===== config.mk =====
export PLATFORM = sky130hd
export DESIGN_NAME = ascon_fc_sequencer
export DESIGN_NICKNAME = d
export VERILOG_FILES = /design/src/rtl/ascon_seq_pkg.sv /design/src/rtl/ascon_seq_timeout.sv /design/src/rtl/ascon_fc_sequencer.sv
export SDC_FILE = /design/constraint.sdc
export NUM_CORES = 1
export LEC_CHECK = 0
export BUFFER_PORTS_ARGS = -buffer_cell sky130_fd_sc_hd__buf_2
export CAP_MARGIN = 20
export CORE_AREA = 4 4 429 431
export DETAILED_ROUTE_END_ITERATION = 8
export DIE_AREA = 0 0 433 435
export GPL_TIMING_DRIVEN = 0
export HOLD_SLACK_MARGIN = 0.08
export PLACE_DENSITY_LB_ADDON = 0.3
export SLEW_MARGIN = 20
export SYNTH_ARGS = -nofsm -noshare
export SYNTH_HDL_FRONTEND = slang
export SYNTH_SLANG_ARGS = --single-unit

===== constraint.sdc =====
create_clock -name clk -period 3.4 [get_ports clk]
set_clock_uncertainty 0.2 [all_clocks]
set_input_delay 0.85 -clock clk [delete_from_list [all_inputs] [get_ports clk]]
set_output_delay 0.85 -clock clk [all_outputs]
set_load 0.05 [all_outputs]

===== src/rtl/ascon_seq_pkg.sv =====
// Shared widths and FSM encoding for the ASCON round-trip sequencer.
package ascon_seq_pkg;
  localparam int K_DEF   = 128;
  localparam int L_DEF   = 40;
  localparam int Y_DEF   = 40;
  localparam int NONCE_W = 128;
  localparam int TAG_W   = 128;

  typedef logic [2:0] state_t;

  localparam logic [2:0] S_IDLE      = 3'd0;
  localparam logic [2:0] S_ENC_START = 3'd1;
  localparam logic [2:0] S_ENC_WAIT  = 3'd2;
  localparam logic [2:0] S_DEC_START = 3'd3;
  localparam logic [2:0] S_DEC_WAIT  = 3'd4;
  localparam logic [2:0] S_AUTH      = 3'd5;
  localparam logic [2:0] S_RESP      = 3'd6;
endpackage


===== src/rtl/ascon_seq_timeout.sv =====
// Wait-cycle counter: cleared before each wait, counts while enabled and
// saturates at TIMEOUT so expired stays asserted once reached.
module ascon_seq_timeout #(
  parameter int TIMEOUT = 4096
) (
  input  logic clk,
  input  logic rst,
  input  logic i_clr,
  input  logic i_en,
  output logic o_expired
);
  localparam int CW = $clog2(TIMEOUT + 1);
  localparam logic [CW-1:0] LIMIT = CW'(TIMEOUT);

  logic [CW-1:0] r_cnt;

  // Clear has priority over counting; hold at LIMIT.
  always_ff @(posedge clk) begin
    if (rst || i_clr)
      r_cnt <= '0;
    else if (i_en && (r_cnt != LIMIT))
      r_cnt <= r_cnt + CW'(1);
  end

  assign o_expired = (r_cnt == LIMIT);
endmodule


===== src/rtl/ascon_fc_sequencer.sv =====
// Job sequencer around the fault-protected ASCON core: encrypt, loop the
// ciphertext back, decrypt, then report tag, verdict and plaintext match.
// Counting the handshake cycle as cycle 0, resp_valid rises in cycle
// 4 + T_enc + T_dec, where T_enc/T_dec are the cycles spent in ENC_WAIT/DEC_WAIT.
module ascon_fc_sequencer
  import ascon_seq_pkg::*;
#(
  parameter int K       = K_DEF,
  parameter int L       = L_DEF,
  parameter int Y       = Y_DEF,
  parameter int TIMEOUT = 4096
) (
  input  logic               clk,
  input  logic               rst,
  input  logic               req_valid,
  output logic               req_ready,
  input  logic [K-1:0]       req_key,
  input  logic [NONCE_W-1:0] req_nonce,
  input  logic [L-1:0]       req_ad,
  input  logic [Y-1:0]       req_pt,
  output logic               resp_valid,
  input  logic               resp_ready,
  output logic [Y-1:0]       resp_ct,
  output logic [TAG_W-1:0]   resp_tag,
  output logic               resp_auth_ok,
  output logic               resp_pt_match,
  output logic               resp_timeout,
  output logic [K-1:0]       fc_key,
  output logic [NONCE_W-1:0] fc_nonce,
  output logic [L-1:0]       fc_associated_data,
  output logic [Y-1:0]       fc_plain_text,
  output logic [Y-1:0]       fc_internal_cipher_text,
  output logic               fc_encryption_start,
  output logic               fc_decryption_start,
  input  logic [Y-1:0]       fc_cipher_text,
  input  logic [TAG_W-1:0]   fc_tag,
  input  logic [Y-1:0]       fc_dec_plain_text,
  input  logic               fc_encryption_ready,
  input  logic               fc_decryption_ready,
  input  logic               fc_message_authentication
);
  state_t             r_state;
  logic               r_enc_rdy_q, r_dec_rdy_q;
  logic [K-1:0]       r_key;
  logic [NONCE_W-1:0] r_nonce;
  logic [L-1:0]       r_ad;
  logic [Y-1:0]       r_pt, r_ct, r_dec_pt;
  logic [TAG_W-1:0]   r_tag;
  logic               r_enc_start, r_dec_start;
  logic               r_resp_valid, r_auth_ok, r_pt_match, r_timeout;
  logic               w_enc_edge, w_dec_edge, w_wait, w_clr, w_expired;

  // Only a fresh low->high transition counts; a level left high by the
  // previous job must not advance the FSM.
  assign w_enc_edge = fc_encryption_ready & ~r_enc_rdy_q;
  assign w_dec_edge = fc_decryption_ready & ~r_dec_rdy_q;
  assign w_wait     = (r_state == S_ENC_WAIT) || (r_state == S_DEC_WAIT);
  assign w_clr      = (r_state == S_ENC_START) || (r_state == S_DEC_START);

  ascon_seq_timeout #(.TIMEOUT(TIMEOUT)) u_timeout (
    .clk       (clk),
    .rst       (rst),
    .i_clr     (w_clr),
    .i_en      (w_wait),
    .o_expired (w_expired)
  );

  // Job FSM with latched job data, captured results and start pulses.
  always_ff @(posedge clk) begin
    if (rst) begin
      r_state      <= S_IDLE;
      r_enc_rdy_q  <= 1'b0;
      r_dec_rdy_q  <= 1'b0;
      r_key        <= '0;
      r_nonce      <= '0;
      r_ad         <= '0;
      r_pt         <= '0;
      r_ct         <= '0;
      r_tag        <= '0;
      r_dec_pt     <= '0;
      r_enc_start  <= 1'b0;
      r_dec_start  <= 1'b0;
      r_resp_valid <= 1'b0;
      r_auth_ok    <= 1'b0;
      r_pt_match   <= 1'b0;
      r_timeout    <= 1'b0;
    end else begin
      r_enc_rdy_q <= fc_encryption_ready;
      r_dec_rdy_q <= fc_decryption_ready;
      r_enc_start <= 1'b0;
      r_dec_start <= 1'b0;
      case (r_state)
        S_IDLE: if (req_valid) begin
          r_key       <= req_key;
          r_nonce     <= req_nonce;
          r_ad        <= req_ad;
          r_pt        <= req_pt;
          r_ct        <= '0;
          r_tag       <= '0;
          r_dec_pt    <= '0;
          r_auth_ok   <= 1'b0;
          r_pt_match  <= 1'b0;
          r_timeout   <= 1'b0;
          r_enc_start <= 1'b1;
          r_state     <= S_ENC_START;
        end
        S_ENC_START: r_state <= S_ENC_WAIT;
        S_ENC_WAIT: begin
          // An edge coinciding with expiry still wins.
          if (w_enc_edge) begin
            r_ct        <= fc_cipher_text;
            r_tag       <= fc_tag;
            r_dec_start <= 1'b1;
            r_state     <= S_DEC_START;
          end else if (w_expired) begin
            r_timeout    <= 1'b1;
            r_resp_valid <= 1'b1;
            r_state      <= S_RESP;
          end
        end
        S_DEC_START: r_state <= S_DEC_WAIT;
        S_DEC_WAIT: begin
          if (w_dec_edge) begin
            r_dec_pt <= fc_dec_plain_text;
            r_state  <= S_AUTH;
          end else if (w_expired) begin
            // Aborted jobs report nothing but the timeout flag.
            r_ct         <= '0;
            r_tag        <= '0;
            r_timeout    <= 1'b1;
            r_resp_valid <= 1'b1;
            r_state      <= S_RESP;
          end
        end
        S_AUTH: begin
          // Core's verdict is registered one clock after the ready edge.
          r_auth_ok    <= fc_message_authentication;
          r_pt_match   <= (r_dec_pt == r_pt);
          r_resp_valid <= 1'b1;
          r_state      <= S_RESP;
        end
        S_RESP: if (resp_ready) begin
          r_resp_valid <= 1'b0;
          r_state      <= S_IDLE;
        end
        default: r_state <= S_IDLE;
      endcase
    end
  end

  assign req_ready               = (r_state == S_IDLE);
  assign resp_valid              = r_resp_valid;
  assign resp_ct                 = r_ct;
  assign resp_tag                = r_tag;
  assign resp_auth_ok            = r_auth_ok;
  assign resp_pt_match           = r_pt_match;
  assign resp_timeout            = r_timeout;
  assign fc_key                  = r_key;
  assign fc_nonce                = r_nonce;
  assign fc_associated_data      = r_ad;
  assign fc_plain_text           = r_pt;
  assign fc_internal_cipher_text = r_ct;
  assign fc_encryption_start     = r_enc_start;
  assign fc_decryption_start     = r_dec_start;
endmodule


==> impl_results.md <==
- Outcome: finished clean
- Max_cap viols: 0
- Hold Path Class: in -> reg
- Crit path DAT: 3.59 ns
- Slack of the critical path: 0.229 ns
- Mux contribution to synthesized area: 0
- Max VDD drop: 0.327 mV
- Post-Syn Area: 0.0207 mm^2
- Top_reg_cell synth: dfxtp_1
- Setup crit start kind: flop
- CTS tree: done
- Clk buf depth: 3
- H-tree levels: 3
- Die area: 0.188 mm^2
- Ys async rst share: 0
- Main combinational cell family by area after synthesis: simple AND/OR/NAND/NOR gates
- # DRC: 0
- First-pass GRT wire length: 192,000 um
- Clk sinks: 568
- TritonCTS Buffers: 79
- Worst-margin pin slew: 1.10 ns
- Met1 GRT Util: 0.180
- Final setup vio count: 0
- GRT busiest layer: met2
- Unrepaired setup endpoints after global routing: false
- Synth Area in Adders: 0.00121
- Detailed Place HPWL: 121,000 um
- CP Cell Sequence: clkbuf_1 -> nor3b_1 -> clkbuf_2 -> clkbuf_2 -> clkbuf_1 -> nand3_1 -> a21oi_1
- Worst slack at placement: -0.561 ns
- Synth Area in Compound Gates: 0.139
- Most frequent cells in the layout: 1,111 x buf_2, 886 x nand2_1, 568 x dfxtp_1
- Layout area overhead: 55.1%
- Post-Synthesis Cells: 2,613
- Final wirelength: 146,000 um
- Routed wire length per instance: 23.3 um
- Layout Cells excl Fill: 6,263
- Final core utilization: 0.178
- Met2 Use GR: 0.242
- Slowest CP cell: clkbuf_1
- Avg Inst Size Synth: 7.92 um^2
- GRT Total Usage: 0.148
- CTS clk-pin slew, worst paths: 0.06 ns
- DRT iter0 DRCs: 1,857
- Pin count of the biggest net entering global routing: 13
- Final global-route overflow total: 0
- Post-synthesis sequential area ratio: 0.550
- Post-Synth Simple-Gate Area: 0.233
- Num ports: 1,102
- Register bit total from synthesis: 568
- Row Count: 156
- Die Wd: 433 um
- Synthesis Warnings: 0
- CP endpoint kind: flop
- EDFF count, synth: 0
- TNS Setup: 0 ns
- Dpl cells: 6,085
- Vias in the first global route: 22,300
- Detail Route Antenna Nets: 0
- Initial antenna violation count: 52
- Port Buffers: 1,100
- Core box area: 0.180 mm^2
- CTS root buf: clkbuf_16
- FMAX: 0.315 GHz
- Power per Cell Area: 634 mW/mm^2
- Max_slew headroom: 0.270
- Layout net count: 4,351
- Number of distinct library cells after synthesis: 37
- Fin. max-slew vios: 0
- Critical path class: reg -> reg
- Leak pwr: 13.8 nW
- XOR/XNOR Fraction of Synth Area: 0.0224
- Initial Util: 0.115
- DR vias: 23,600
- Vias per cell: 3.77
- Final min period: 3.17 ns
- Crit Path Max Fanout: 10
- Met3 GRT Util: 0.0581
- Worst-Skew Late Latency: 0.68 ns
- Syn nets: 3,166
- Worst Path Required: 3.82 ns
- Largest stage delay on the critical path: 0.49 ns
- Final worst path period share: 0.933
- Layout cells sized above 1: 0.343
- GP Congestion: 0.975
- Die height: 435 um
- Final Hold Viols: 0
- Drt first pass iters: 5
- Commonest non-fill, non-tap cell in the layout: buf_2
==> registers in the layout, summed over array words and instances, names as in the netlist <==
name                     flops
fc_plain_text               40
resp_timeout                 1
resp_auth_ok                 1
r_dec_pt                    40
fc_key                     128
resp_pt_match                1
fc_internal_cipher_text     40
resp_valid                   1
r_state                      3
fc_decryption_start          1
u_timeout.r_cnt             13
fc_nonce                   128
r_enc_rdy_q                  1
fc_associated_data          40
r_dec_rdy_q                  1
fc_encryption_start          1
resp_tag                   128
==> worst paths after layout <==
check	startpoint	endpoint	slack [ns]	cells past startpoint
setup / recovery	r_state[1]	resp_tag[85]	0.23	7
hold reg to reg	fc_associated_data[36]	fc_associated_data[36]	0.25	2
hold / removal	req_nonce[22]	fc_nonce[22]	0.19	3
setup reg to reg	r_state[1]	resp_tag[85]	0.23	7
==> logic make-up after synthesis <==
family                   after synthesis
AO/OA/AOI/OAI                        564
XOR/XNOR                              53
adder cells (fa/ha/maj)                2
buffers and inverters                253
flip-flops                           568
AND/OR/NAND/NOR                     1173
==> worst max-delay path, delay by kind of cell, from the launching register on <==
family	cells	cell delay, ns
flops	1	0.43
simple gates	2	0.48
compound gates	1	0.19
buf+inv	4	1.77
==> metal layers <==
layer	vias to the layer above	wire length [um]
met3	187	14600
met2	1024	68600
met1	11400	59000
li1	11000	-
met5	-	13
met4	2	3910
==> metrics by stage <==
stage	power, mW	area (um^2)	hold slack (ns)
after CTS	20.8	32000	0.0824
after detailed placement	11.6	29200	0.243
final	20.3	32100	0.193
after floorplan	9.83	20700	0.244
after global routing	21.2	32100	0.118
after global placement	11.6	29200	0.236
==> area by class of cell <==
type / instances / area, um^2
Timing Repair Buffer: 1105 / 5560
Tap cell: 2370 / 2970
Clock inverter: 38 / 493
Inverter: 2 / 7.51
Antenna cell: 28 / 70.1
Clock buffer: 110 / 2270
Buffer: 250 / 1150
Sequential cell: 568 / 11400
Multi-Input combinational cell: 1792 / 8200
Fill cell: 20700 / 148000
==> timing repair <==
action	in CTS	in global routing
setup buffers	0	1
setup endpoints to repair	331	156
pin swaps	0	1
hold buffers	2	0
resized for setup	10	14
endpoints found under the hold margin	2	0
==> cells in the mapped netlist (2+ instances only) <==
| cell type | number | area, um^2 |
|---|---|---|
| nand2_1 | 886 | 3330 |
| dfxtp_1 | 568 | 11400 |
| a21oi_1 | 550 | 2750 |
| nand3_1 | 219 | 1100 |
| clkbuf_1 | 195 | 732 |
| buf_4 | 43 | 323 |
| xnor2_1 | 29 | 254 |
| xor2_1 | 24 | 210 |
| nor2_1 | 21 | 78.8 |
| nand4_1 | 13 | 81.3 |
| buf_2 | 11 | 55.1 |
| nor2b_1 | 8 | 50.1 |
| and3_1 | 5 | 31.3 |
| nor3_1 | 5 | 25.0 |
| nor4_1 | 4 | 25.0 |
| o21ai_0 | 3 | 15.0 |
| and2_1 | 2 | 12.5 |
| and4_1 | 2 | 17.5 |
| buf_1 | 2 | 7.51 |
| ha_1 | 2 | 25.0 |
| inv_1 | 2 | 7.51 |
| nor3b_1 | 2 | 15.0 |
| nor4b_2 | 2 | 30.0 |
| o21a_1 | 2 | 15.0 |
==> where the power goes <==
part           total (mW)  switching (mW)  leakage, nW  internal, mW
logic                4.13            3.21         7.83         0.924
registers            7.28           0.240         4.63          7.04
clock network        8.94            3.60         1.36          5.34
(Power assumes the default switching activity.)
